[config.mk]
export PLATFORM = sky130hd
export DESIGN_NAME = bpeb_term_serializer
export DESIGN_NICKNAME = d
export VERILOG_FILES = /design/src/rtl/bpeb_term_serializer.sv
export SDC_FILE = /design/constraint.sdc
export NUM_CORES = 1
export LEC_CHECK = 0
export BUFFER_PORTS_ARGS = -buffer_cell sky130_fd_sc_hd__buf_2
export CORE_MARGIN = 4
export CORE_UTILIZATION = 58
export DETAILED_ROUTE_END_ITERATION = 8
export GPL_TIMING_DRIVEN = 1
export PLACE_DENSITY = 0.8
export SLEW_MARGIN = 20
export SYNTH_ARGS = -nofsm -noshare
export SYNTH_HDL_FRONTEND = slang
export SYNTH_SLANG_ARGS = --single-unit
[constraint.sdc]
create_clock -name clk -period 2.84 [get_ports clk]
set_clock_uncertainty 0.15 [all_clocks]
set_input_delay 0.426 -clock clk [delete_from_list [all_inputs] [get_ports clk]]
set_output_delay 0.426 -clock clk [all_outputs]
set_load 0.05 [all_outputs]
[src/rtl/bpeb_term_serializer.sv]
// bpeb_term_serializer - radix-4 Booth digit encoder with low-digit approximation masking
// that serialises only the essential digits of each word, LSB digit first.
module bpeb_term_serializer #(
  parameter int DATA_W  = 16,
  parameter int NUM_DIG = DATA_W / 2,
  parameter int NAP_W   = 4,
  parameter int POS_W   = $clog2(NUM_DIG),
  parameter int ETC_W   = $clog2(NUM_DIG + 1)
) (
  input  logic              clk,
  input  logic              rst,
  input  logic              in_valid,
  output logic              in_ready,
  input  logic [DATA_W-1:0] in_data,
  input  logic [NAP_W-1:0]  in_n_ap,
  output logic              out_valid,
  input  logic              out_ready,
  output logic [2:0]        out_bpr,
  output logic [POS_W-1:0]  out_pos,
  output logic [ETC_W-1:0]  out_etc,
  output logic              out_last,
  output logic              out_zero
);

  typedef enum logic {IDLE, EMIT} state_t;

  state_t                 state;
  logic [NUM_DIG-1:0]     mask_r;
  logic [3*NUM_DIG-1:0]   trip_r;

  logic [DATA_W:0]        ext;
  logic [3*NUM_DIG-1:0]   trip_in;
  logic [NUM_DIG-1:0]     ess_in;
  logic [ETC_W-1:0]       etc_in;
  logic [2:0]             raw;
  logic                   keep;

  logic                   accept;
  logic                   beat_hs;
  logic [NUM_DIG-1:0]     src_mask;
  logic [3*NUM_DIG-1:0]   src_trip;
  logic [POS_W-1:0]       nxt_pos;
  logic [2:0]             nxt_bpr;
  logic                   nxt_last;

  function automatic logic [POS_W-1:0] low_pos(input logic [NUM_DIG-1:0] m);
    low_pos = '0;
    for (int i = NUM_DIG - 1; i >= 0; i--)
      if (m[i]) low_pos = POS_W'(i);
  endfunction

  // Appending a zero below the LSB makes every triple a plain 3-bit slice.
  always_comb begin
    ext     = {in_data, 1'b0};
    trip_in = '0;
    ess_in  = '0;
    etc_in  = '0;
    raw     = '0;
    keep    = 1'b0;
    for (int i = 0; i < NUM_DIG; i++) begin
      raw  = ext[2*i +: 3];
      keep = (i >= int'(in_n_ap));
      trip_in[3*i +: 3] = keep ? raw : 3'b000;
      ess_in[i] = keep && (raw != 3'b000) && (raw != 3'b111);
      etc_in    = etc_in + ETC_W'(ess_in[i]);
    end
  end

  assign in_ready = !rst && ((state == IDLE) || (out_ready && out_last));
  assign accept   = in_valid && in_ready;
  assign beat_hs  = out_valid && out_ready;

  // The next beat comes either from a freshly accepted word or from the
  // current word with the digit just sent removed.
  always_comb begin
    src_mask = accept ? ess_in : (mask_r & ~(NUM_DIG'(1) << out_pos));
    src_trip = accept ? trip_in : trip_r;
    nxt_pos  = low_pos(src_mask);
    nxt_bpr  = (src_mask == '0) ? 3'b000 : src_trip[3*int'(nxt_pos) +: 3];
    nxt_last = ((src_mask & (src_mask - NUM_DIG'(1))) == '0);
  end

  always_ff @(posedge clk or posedge rst) begin
    if (rst) begin
      state     <= IDLE;
      mask_r    <= '0;
      trip_r    <= '0;
      out_valid <= 1'b0;
      out_bpr   <= '0;
      out_pos   <= '0;
      out_etc   <= '0;
      out_last  <= 1'b0;
      out_zero  <= 1'b0;
    end else if (accept) begin
      state     <= EMIT;
      mask_r    <= ess_in;
      trip_r    <= trip_in;
      out_valid <= 1'b1;
      out_bpr   <= nxt_bpr;
      out_pos   <= nxt_pos;
      out_etc   <= etc_in;
      out_last  <= nxt_last;
      out_zero  <= (etc_in == '0);
    end else if (beat_hs) begin
      if (out_last) begin
        state     <= IDLE;
        mask_r    <= '0;
        out_valid <= 1'b0;
        out_bpr   <= '0;
        out_pos   <= '0;
        out_etc   <= '0;
        out_last  <= 1'b0;
        out_zero  <= 1'b0;
      end else begin
        mask_r   <= src_mask;
        out_bpr  <= nxt_bpr;
        out_pos  <= nxt_pos;
        out_last <= nxt_last;
      end
    end
  end

endmodule

==> flow_metrics.py, run 1 <==
metrics = {
    "finish": {
        "final_area_um2": 3632,
        "diodes": 0,
        "drive_gt1_frac": 0.3027,
        "area_growth_pct": 27.49,
        "seq_area_um2": 1126,
        "multi_input_area_um2": 1678,
        "finalNetCount": 434,
        "layout_common_cells": "buf_4, dfrtp_1, nand2_1",
        "fillers": 345,
        "final_common_cell": "buf_4",
        "utilization": 0.7639,
    },
    "critical_path": {
        "crit_chain": "buf_6, or3_4, or3_4, fa_1, fa_1, fa_1, inv_2, ha_4, inv_2, fa_2, buf_6, o21ai_2",
        "r2r_slack_ps": 170,
        "crit_slowest_cell": "fa_1",
        "startpoint_type": "input port",
        "r2r_start": "state$_DFFE_PP0P_",
        "cp_num_buf_inv": 4,
        "crit_path_max_fanout": 3,
        "path_delay_family": "adder cells",
        "cp-end-kind": "register",
        "worst-r2r-cell-count": 8,
        "cp.arrival_ps": 3700,
        "crit_top_cell": "fa_1",
        "r2r-end": "out_bpr[1]$_DFFE_PP0P_",
        "cp_slowest_stage_delay_ps": 510,
        "path_class": "input port to register",
        "required_ps": 2920,
    },
    "detailed_routing": {
        "vias": 2875,
        "ant_nets": 0,
        "vias_per_cell": 6.117,
        "drt-pass1-iter-count": 5,
        "drtIter0Drc": 320,
        "finalWirelength_mm": 8.167,
        "wl_per_cell_um": 17.38,
        "drc_errors": 0,
    },
    "sta": {
        "fin_crit_sh": 1.272,
        "rsz0062_at_grt": "true",
        "relSlewSlack": 0.6683,
        "fmax_mhz": 276.7,
        "layout_setup_ws_ps": -773.4,
        "setup_viol": 5,
        "finalCriticalPeriod_ps": 3613,
        "hold_viol": 0,
        "worst_slew_pin_slew_ps": 497.5,
        "slew_violations": 0,
        "finalSetupTns_ps": -2989,
    },
    "outcome": {
        "status": "finished with violations",
        "violations": "negative setup slack",
    },
    "yosys": {
        "synth_nets": 351,
        "synth.distinct_cells": 63,
        "synth_seq_cells": 45,
        "synthesis.area_um2": 2849,
        "ys_seq_area_frac": 0.3953,
        "synth-warning-count": 0,
        "ys.flop_type": "dfrtp_1",
        "avgSynthCellArea_um2": 8.903,
        "synthArstFlopShare": 1.000,
        "synth_cells": 320,
        "synth_edf_count": 0,
    },
    "global_routing": {
        "grt_start_max_net_pins": 39,
        "grt_overflow": 0,
        "grt_pass1_wl_mm": 13.19,
        "grt_usage": 0.2782,
        "antenna_found_initial": 0,
        "grt_pass1_vias": 2726,
    },
    "placed_design": {
        "dpl.hpwl_mm": 5.881,
        "placed_area_um2": 3451,
        "gp_congestion": 0.9223,
        "port_buffers": 37,
    },
    "job": {
        "drv_cap": 0,
    },
    "power_and_ir_drop": {
        "power_density_nw_per_um2": 885.9,
        "leakage_nw": 1.725,
        "ir_drop_v": 0.0005603,
        "finalPower_mw": 3.218,
    },
    "clock_tree": {
        "cts_tree": "built",
        "worstSkewPairLatency_ps": 300,
        "clk_pin_slew_ps": 80,
        "cts_sinks": 45,
        "cts_made_buffers": 5,
        "cts-root-buf": "clkbuf_8",
        "htreeDepth": 2,
        "clockBufferDepth": 2,
    },
    "die": {
        "dieArea_um2": 6097,
        "num_rows": 25,
        "die_h_um": 78.09,
        "ios": 38,
        "start_util": 0.5992,
        "die_x_um": 78.09,
        "core_area_um2": 4755,
    },
    "min_path": {
        "min-delay-start": "in_data[8]",
        "min_to": "trip_r[13]$_DFF_PP0_",
        "min_path_cells": 2,
        "min_path_type": "input port to register",
    },
}
-- area by class of cell --
cell class,instances,area share
inverter,12,0.01240
sequential,45,0.3100
tap,67,0.02308
timing repair buffer,91,0.1688
multi-input combinational,248,0.4619
clock buffer,7,0.02377
-- layer usage --
| metal | GRT usage | routed length (um) | vias up |
|---|---|---|---|
| li1 | - | - | 1341 |
| met1 | 0.3574 | 3288 | 1369 |
| met2 | 0.4632 | 4052 | 143 |
| met3 | 0.04817 | 599 | 22 |
| met4 | 0.1206 | 226 | 0 |
| met5 | 0 | 0 | - |
-- Yosys cell counts, types with 2 or more instances --
master / n / share of area
o21a_1: 2 / 0.0053
nor2_1: 16 / 0.021
and2_1: 2 / 0.0044
a22o_1: 7 / 0.022
inv_1: 12 / 0.016
or3_1: 9 / 0.020
nand3_1: 20 / 0.035
a32oi_1: 2 / 0.0061
o211ai_1: 7 / 0.018
a22oi_1: 3 / 0.0079
o2bb2ai_1: 3 / 0.0092
ha_1: 3 / 0.013
clkbuf_1: 6 / 0.0079
nor2b_1: 2 / 0.0044
buf_2: 4 / 0.0070
o22ai_1: 4 / 0.0088
mux2_1: 3 / 0.012
or2_2: 2 / 0.0044
nand2_1: 44 / 0.058
a21boi_1: 2 / 0.0053
or2_1: 2 / 0.0044
nor3_1: 7 / 0.012
mux2i_1: 8 / 0.028
mux2_2: 2 / 0.0079
nand4b_1: 3 / 0.0092
maj3_1: 2 / 0.0070
dfrtp_1: 45 / 0.40
fa_1: 4 / 0.028
nand4_1: 2 / 0.0044
o32ai_1: 2 / 0.0061
o32a_1: 2 / 0.0070
a21oi_1: 10 / 0.018
and3_1: 5 / 0.011
nor3b_1: 2 / 0.0053
nand2b_1: 9 / 0.020
buf_1: 3 / 0.0040
a211oi_1: 4 / 0.011
a221oi_1: 3 / 0.0092
a21o_1: 3 / 0.0079
o21ai_0: 26 / 0.046
-- power by group --
part | leakage, nW | internal (mW) | switching, mW
Sequential | 0.599 | 0.833 | 0.158
Combinational | 1.08 | 0.740 | 1.08
Clock | 0.0443 | 0.193 | 0.214
Total | 1.72 | 1.77 | 1.45
-- flip-flops by register name, indices dropped and copies added, names as in the netlist --
register  count
out_etc       4
out_bpr       3
mask_r        8
state         1
out_zero      1
out_pos       3
trip_r       24
out_last      1
-- stage by stage --
step	worst slack (ps)	hold WS (ps)	std cells
2_1_floorplan	-977.1	276.7	320
4_1_cts	-777.4	236.0	469
3_5_place_dp	-1144	210.8	459
6_report	-773.4	243.4	470
3_3_place_gp	-1070	205.7	459
5_1_grt	-894.6	247.0	470
-- how the worst max path moves through the flow --
stage	end	from	cells past startpoint	slack, ps
2_1_floorplan	out_zero$_DFFE_PP0P_	in_n_ap[3]	12	-980
3_3_place_gp	out_zero$_DFFE_PP0P_	in_n_ap[1]	13	-1070
3_5_place_dp	out_zero$_DFFE_PP0P_	in_n_ap[1]	13	-1140
4_1_cts	out_zero$_DFFE_PP0P_	in_n_ap[1]	12	-780
5_1_grt	out_zero$_DFFE_PP0P_	in_n_ap[1]	13	-890
6_report	out_etc[1]$_DFFE_PP0P_	in_n_ap[1]	12	-770
-- repair_timing --
item / CTS / global route
hold endpoints to repair: 7 / 0
resized for setup: 7 / 8
pin swaps: 3 / 1
endpoints found under the setup margin: 5 / 8
buffers inserted: 2 / 1
hold buffers: 1 / 0
-- kinds of logic after synthesis --
logic type                 share of synthesized area
and+or+nand+nor                               0.2350
AOI/OAI and AO/OA                             0.2293
DFF                                           0.3953
buffers and inverters                        0.04128
muxes                                        0.04787
adders and majority gates                    0.04831
xor gates and xnor gates                    0.003075
(Power assumes the default switching activity.)
==> run 2, diff against run 1 <==
clock period = 4.05 ns   (was 2.84 ns; I/O delays follow)
==> run 2 against run 1 <==
Compared with the run above: largest cell class unchanged; non-clock buffer count fell by 38; first-iteration DRC count is 19% lower; sequential power is 28% lower; combinational power is 42% lower; worst hold slack better by 67 ps; final cell count is 8.1% lower; die area is the same; total power fell by 35%; via count is 7.1% lower; count of clock-buffer cells in the layout down 2; the flow now finishes without violations; sequential share of layout area grew 3.2 points; register-to-register slack improved by 750 ps.
==> flow_metrics.py, run 2 (synthesis results as in run 1) <==
metrics = {
    "clock_tree": {
        "ctsHoldBuffers": 0,
        "cts_setup_buffers": 0,
        "clockBufferDepth": 2,
        "htreeDepth": 2,
        "ctsResizeCount": 0,
        "worstSkewPairLatency_ps": 300,
        "cts_tree": "built",
        "cts_made_buffers": 5,
        "cts_sinks": 45,
        "clk_pin_slew_ps": 90,
        "cts-root-buf": "clkbuf_8",
    },
    "power_and_ir_drop": {
        "intPower_mw": 1.143,
        "power_density_nw_per_um2": 636.6,
        "p_sw_mw": 0.9527,
        "leakage_nw": 1.544,
        "seq_power_share": 0.339,
        "clockPowerShare": 0.159,
        "ir_drop_v": 0.0003771,
        "swShare": 0.4546,
        "combPwrFrac": 0.502,
        "finalPower_mw": 2.096,
    },
    "die": {
        "ios": 38,
        "die_h_um": 78.09,
        "core_area_um2": 4755,
        "dieArea_um2": 6097,
        "die_x_um": 78.09,
        "start_util": 0.5992,
        "num_rows": 25,
    },
    "finish": {
        "final_common_cell": "dfrtp_1",
        "area_growth_pct": 15.55,
        "reg_top3": "trip_r x24, mask_r x8, out_etc x4",
        "layout_common_cells": "dfrtp_1, nand2_1, buf_2",
        "finalNetCount": 396,
        "largest_reg_flops": 24,
        "diodes": 0,
        "largest_register": "trip_r",
        "seq_area_um2": 1126,
        "fillers": 408,
        "multi_input_area_um2": 1628,
        "drive_gt1_frac": 0.2110,
    },
    "global_routing": {
        "grt_pass1_wl_mm": 12.31,
        "grt_start_max_net_pins": 46,
        "antenna_found_initial": 0,
        "grt_usage": 0.2514,
        "grt_pass1_vias": 2598,
        "grt_overflow": 0,
    },
    "detailed_routing": {
        "finalWirelength_mm": 7.378,
        "drtIter0Drc": 260,
        "wl_per_cell_um": 17.08,
        "vias": 2672,
        "vias_per_cell": 6.185,
        "ant_nets": 0,
        "drt-pass1-iter-count": 5,
        "drc_errors": 0,
    },
    "placed_design": {
        "port_buffers": 37,
        "dpl.hpwl_mm": 5.492,
        "gp_congestion": 0.8646,
    },
    "sta": {
        "relSlewSlack": 0.5570,
        "slew_violations": 0,
        "setup_viol": 0,
        "worst_slew_pin_slew_ps": 664.5,
        "finalSetupTns_ps": 0,
        "hold_viol": 0,
        "rsz0062_at_grt": "false",
        "fmax_mhz": 256.5,
        "fin_crit_sh": 0.9627,
        "finalCriticalPeriod_ps": 3899,
    },
    "critical_path": {
        "crit_path_max_fanout": 4,
        "worst-r2r-cell-count": 10,
        "required_ps": 4120,
        "startpoint_type": "input port",
        "cp.arrival_ps": 3970,
        "cp-end-kind": "register",
        "path_class": "input port to register",
    },
    "job": {
        "drv_cap": 0,
    },
    "min_path": {
        "min_path_type": "input port to asynchronous set/reset pin",
    },
    "outcome": {
        "status": "finished, final reports clean",
    },
}
==> run 2: cell count changes in the layout (fill, tap and decap cells not counted), moves of 2 or more <==
cell | before | now
buf_4 | 51 | 16
buf_6 | 4 | 0
o21ai_0 | 23 | 26
buf_2 | 35 | 37
inv_1 | 9 | 11
inv_2 | 2 | 0
mux2_1 | 1 | 3
mux2_2 | 4 | 2
o21ai_1 | 3 | 1
==> run 2: stage by stage <==
stage	util	cell area, um^2	setup WS [ps]	hold slack [ps]	std cells
6_report	0.6924	3292	151.0	310.7	432
5_1_grt	0.6924	3292	25.40	332.8	432
4_1_cts	0.6897	3279	89.35	316.5	432
3_5_place_dp	0.6679	3176	-190.2	294.8	425
3_3_place_gp	0.6679	3176	-137.3	288.8	425
2_1_floorplan	-	2859	-38.35	276.7	320
==> run 2: worst paths after layout <==
path | startpoint | to | slack, ps
setup reg to reg | out_last$_DFFE_PP0P_ | out_bpr[2]$_DFFE_PP0P_ | 920
setup / recovery | in_n_ap[1] | out_zero$_DFFE_PP0P_ | 150
min in group clk | trip_r[0]$_DFF_PP0_ | trip_r[0]$_DFF_PP0_ | 310
hold reg to reg | trip_r[0]$_DFF_PP0_ | trip_r[0]$_DFF_PP0_ | 310
max in group asynchronous | rst | trip_r[5]$_DFF_PP0_ | 3050
hold / removal | rst | state$_DFFE_PP0P_ | 310
==> run 2: layout make-up <==
type | count | area share
multi-input combinational | 248 | 0.4945
sequential | 45 | 0.3421
timing repair buffer | 53 | 0.09274
tap | 67 | 0.02547
clock buffer | 5 | 0.02090
inverter | 12 | 0.01368
clock inverter | 2 | 0.01064
==> run 2: worst max-delay path, stage by stage <==
cell      delay, ps
buf_2           110
or3_4           400
or3_4           390
fa_1            510
fa_1            430
fa_1            450
inv_1            60
ha_1            160
inv_1            50
fa_1            400
xor2_2          150
nand4b_1        100
o21ai_0         130
==> run 2: routing by layer <==
| metal | vias up | GRT usage | wire [um] |
|---|---|---|---|
| met1 | 1285 | 0.3291 | 3152 |
| met2 | 111 | 0.4247 | 3649 |
| met4 | 0 | 0.06993 | 128 |
| li1 | 1261 | - | - |
| met5 | - | 0 | 0 |
| met3 | 15 | 0.05046 | 447 |
==> run 2: power groups by stage <==
stage | clock network, mW | logic (mW) | registers, mW
finish | 0.332 | 1.05 | 0.711
global route | 0.359 | 1.14 | 0.727
CTS | 0.336 | 1.04 | 0.705
detailed placement | 0 | 1.04 | 0.713
global placement | 0 | 1.02 | 0.706
floorplan | 0 | 0.678 | 0.826
==> run 3, diff against run 2 <==
CORE_UTILIZATION = 52   (was 58)
PLACE_DENSITY = 0.76   (was 0.8)
clock period = 3.55 ns   (was 4.05 ns; I/O delays follow)
==> run 3 against run 2 <==
Compared with the run above: the flow now finishes with violations (negative setup slack); sequential power grew 10%; non-clock buffer count grew 18; cell area grew 6.0%; worst setup slack lost 380 ps; routed wire length grew 5.8%; sequential share of layout area shrank 1.9 points; first-iteration DRC count shrank 13%.
==> flow_metrics.py, run 3 (synthesis results as in run 1) <==
metrics = {
    "global_routing": {
        "grt_overflow": 0,
        "gr-max-usage-layer": "met2",
        "grt.met1_usage": 0.3454,
        "grt_usage": 0.2606,
        "grt_pass1_vias": 2737,
        "grt_pass1_wl_mm": 13.28,
        "globalRouteMet2Util": 0.4273,
        "antenna_found_initial": 0,
        "gr-usage-met3": 0.04276,
        "grt_start_max_net_pins": 35,
    },
    "critical_path": {
        "crit_top_cell": "fa_1",
        "crit_path_max_fanout": 3,
        "startpoint_type": "input port",
        "cp_slowest_stage_delay_ps": 510,
        "required_ps": 3640,
        "path_class": "input port to register",
        "cp-end-kind": "register",
        "r2r-end": "out_bpr[0]$_DFFE_PP0P_",
        "r2r_slack_ps": 720,
        "path_delay_family": "adder cells",
        "cp_num_buf_inv": 4,
        "crit_slowest_cell": "fa_1",
        "crit_chain": "buf_6, or3_4, or3_4, fa_1, fa_1, fa_1, inv_1, ha_2, inv_2, fa_2, xor2_2, buf_4, o21ai_2",
        "worst-r2r-cell-count": 9,
        "r2r_start": "state$_DFFE_PP0P_",
        "cp.arrival_ps": 3870,
    },
    "clock_tree": {
        "cts_sinks": 45,
        "clk_pin_slew_ps": 90,
        "htreeDepth": 2,
        "cts_tree": "built",
        "cts_made_buffers": 5,
        "cts-root-buf": "clkbuf_8",
        "worstSkewPairLatency_ps": 300,
        "clockBufferDepth": 2,
    },
    "outcome": {
        "violations": "negative setup slack",
        "status": "finished with violations",
    },
    "die": {
        "die_x_um": 82.02,
        "ios": 38,
        "dieArea_um2": 6727,
        "start_util": 0.5474,
        "die_h_um": 82.02,
        "num_rows": 26,
        "core_area_um2": 5205,
    },
    "sta": {
        "relSlewSlack": 0.5303,
        "fmax_mhz": 264.4,
        "setup_viol": 3,
        "hold_slack_ps": 111.8,
        "layout_setup_ws_ps": -231.5,
        "worst_slew_pin_slew_ps": 700.3,
        "finalCriticalPeriod_ps": 3782,
        "rsz0062_at_grt": "true",
        "slew_violations": 0,
        "fin_crit_sh": 1.065,
        "hold_viol": 0,
    },
    "placed_design": {
        "port_buffers": 37,
        "dpl.hpwl_mm": 5.779,
        "pre_cts_ws_ps": -556.7,
        "gp_congestion": 0.8793,
    },
    "min_path": {
        "min_path_type": "input port to asynchronous set/reset pin",
    },
    "finish": {
        "largest_register": "trip_r",
        "fillers": 452,
        "finalNetCount": 414,
        "diodes": 0,
        "reg_top3": "trip_r x24, mask_r x8, out_etc x4",
        "area_growth_pct": 22.49,
        "largest_reg_flops": 24,
        "drive_gt1_frac": 0.2630,
        "final_common_cell": "dfrtp_1",
        "layout_common_cells": "dfrtp_1, nand2_1, buf_2",
    },
    "detailed_routing": {
        "drtIter0Drc": 225,
        "wl_per_cell_um": 17.19,
        "ant_nets": 0,
        "finalWirelength_mm": 7.803,
        "vias_per_cell": 5.982,
        "vias": 2716,
        "drc_errors": 0,
        "drt-pass1-iter-count": 5,
    },
    "power_and_ir_drop": {
        "leakage_nw": 1.652,
        "power_density_nw_per_um2": 728.0,
        "ir_drop_v": 0.0004036,
    },
    "job": {
        "drv_cap": 0,
    },
}
[run 3: final cells by class]
cell class,instances,area (um^2),area share
inverters,12,45.04,0.01291
clock buffers,5,68.82,0.01972
clock inverters,3,65.06,0.01864
repair buffers,71,456.7,0.1309
well taps,70,87.58,0.02510
multi-input cells,248,1640,0.4701
flip-flops and latches,45,1126,0.3227
[run 3: worst max-delay path by stage]
stage	start	end	depth (start not counted)	slack (ps)
global placement	in_n_ap[1]	out_zero$_DFFE_PP0P_	13	-500
floorplan	in_n_ap[3]	out_zero$_DFFE_PP0P_	12	-400
finish	in_n_ap[1]	out_etc[2]$_DFFE_PP0P_	13	-230
global route	in_n_ap[1]	out_zero$_DFFE_PP0P_	13	-330
detailed placement	in_n_ap[1]	out_zero$_DFFE_PP0P_	13	-560
CTS	in_n_ap[1]	out_zero$_DFFE_PP0P_	12	-190
[run 3: layer usage]
| metal | routed length [um] | vias to the layer above |
|---|---|---|
| met3 | 438 | 20 |
| li1 | - | 1304 |
| met2 | 3834 | 109 |
| met5 | 0 | - |
| met4 | 189 | 0 |
| met1 | 3340 | 1283 |
[run 3: per-stage QoR]
step	util	std cells	total power [mW]	setup TNS, ps	instance area, um^2
after detailed placement	0.6329	442	2.042	-1748	3294
after global placement	0.6329	442	2.015	-1537	3294
final	0.6704	454	2.541	-632.0	3490
after floorplan	-	320	1.719	-1025	2879
after CTS	0.6625	450	2.519	-368.7	3448
after global routing	0.6704	454	2.713	-910.6	3490
[run 3: timing repair]
item	4_1_cts	5_1_grt
pin swaps	2	1
cloned	0	0
hold buffers	0	0
setup buffers	0	4
setup endpoints to repair	3	3
gates resized for setup	5	3
[run 3: where the power goes]
group          internal, mW  switching [mW]  total (mW)  leakage [nW]
logic                 0.484           0.808        1.29         0.985
clock network         0.280           0.185       0.464        0.0681
registers             0.666           0.117       0.784         0.599
total                  1.43            1.11        2.54          1.65
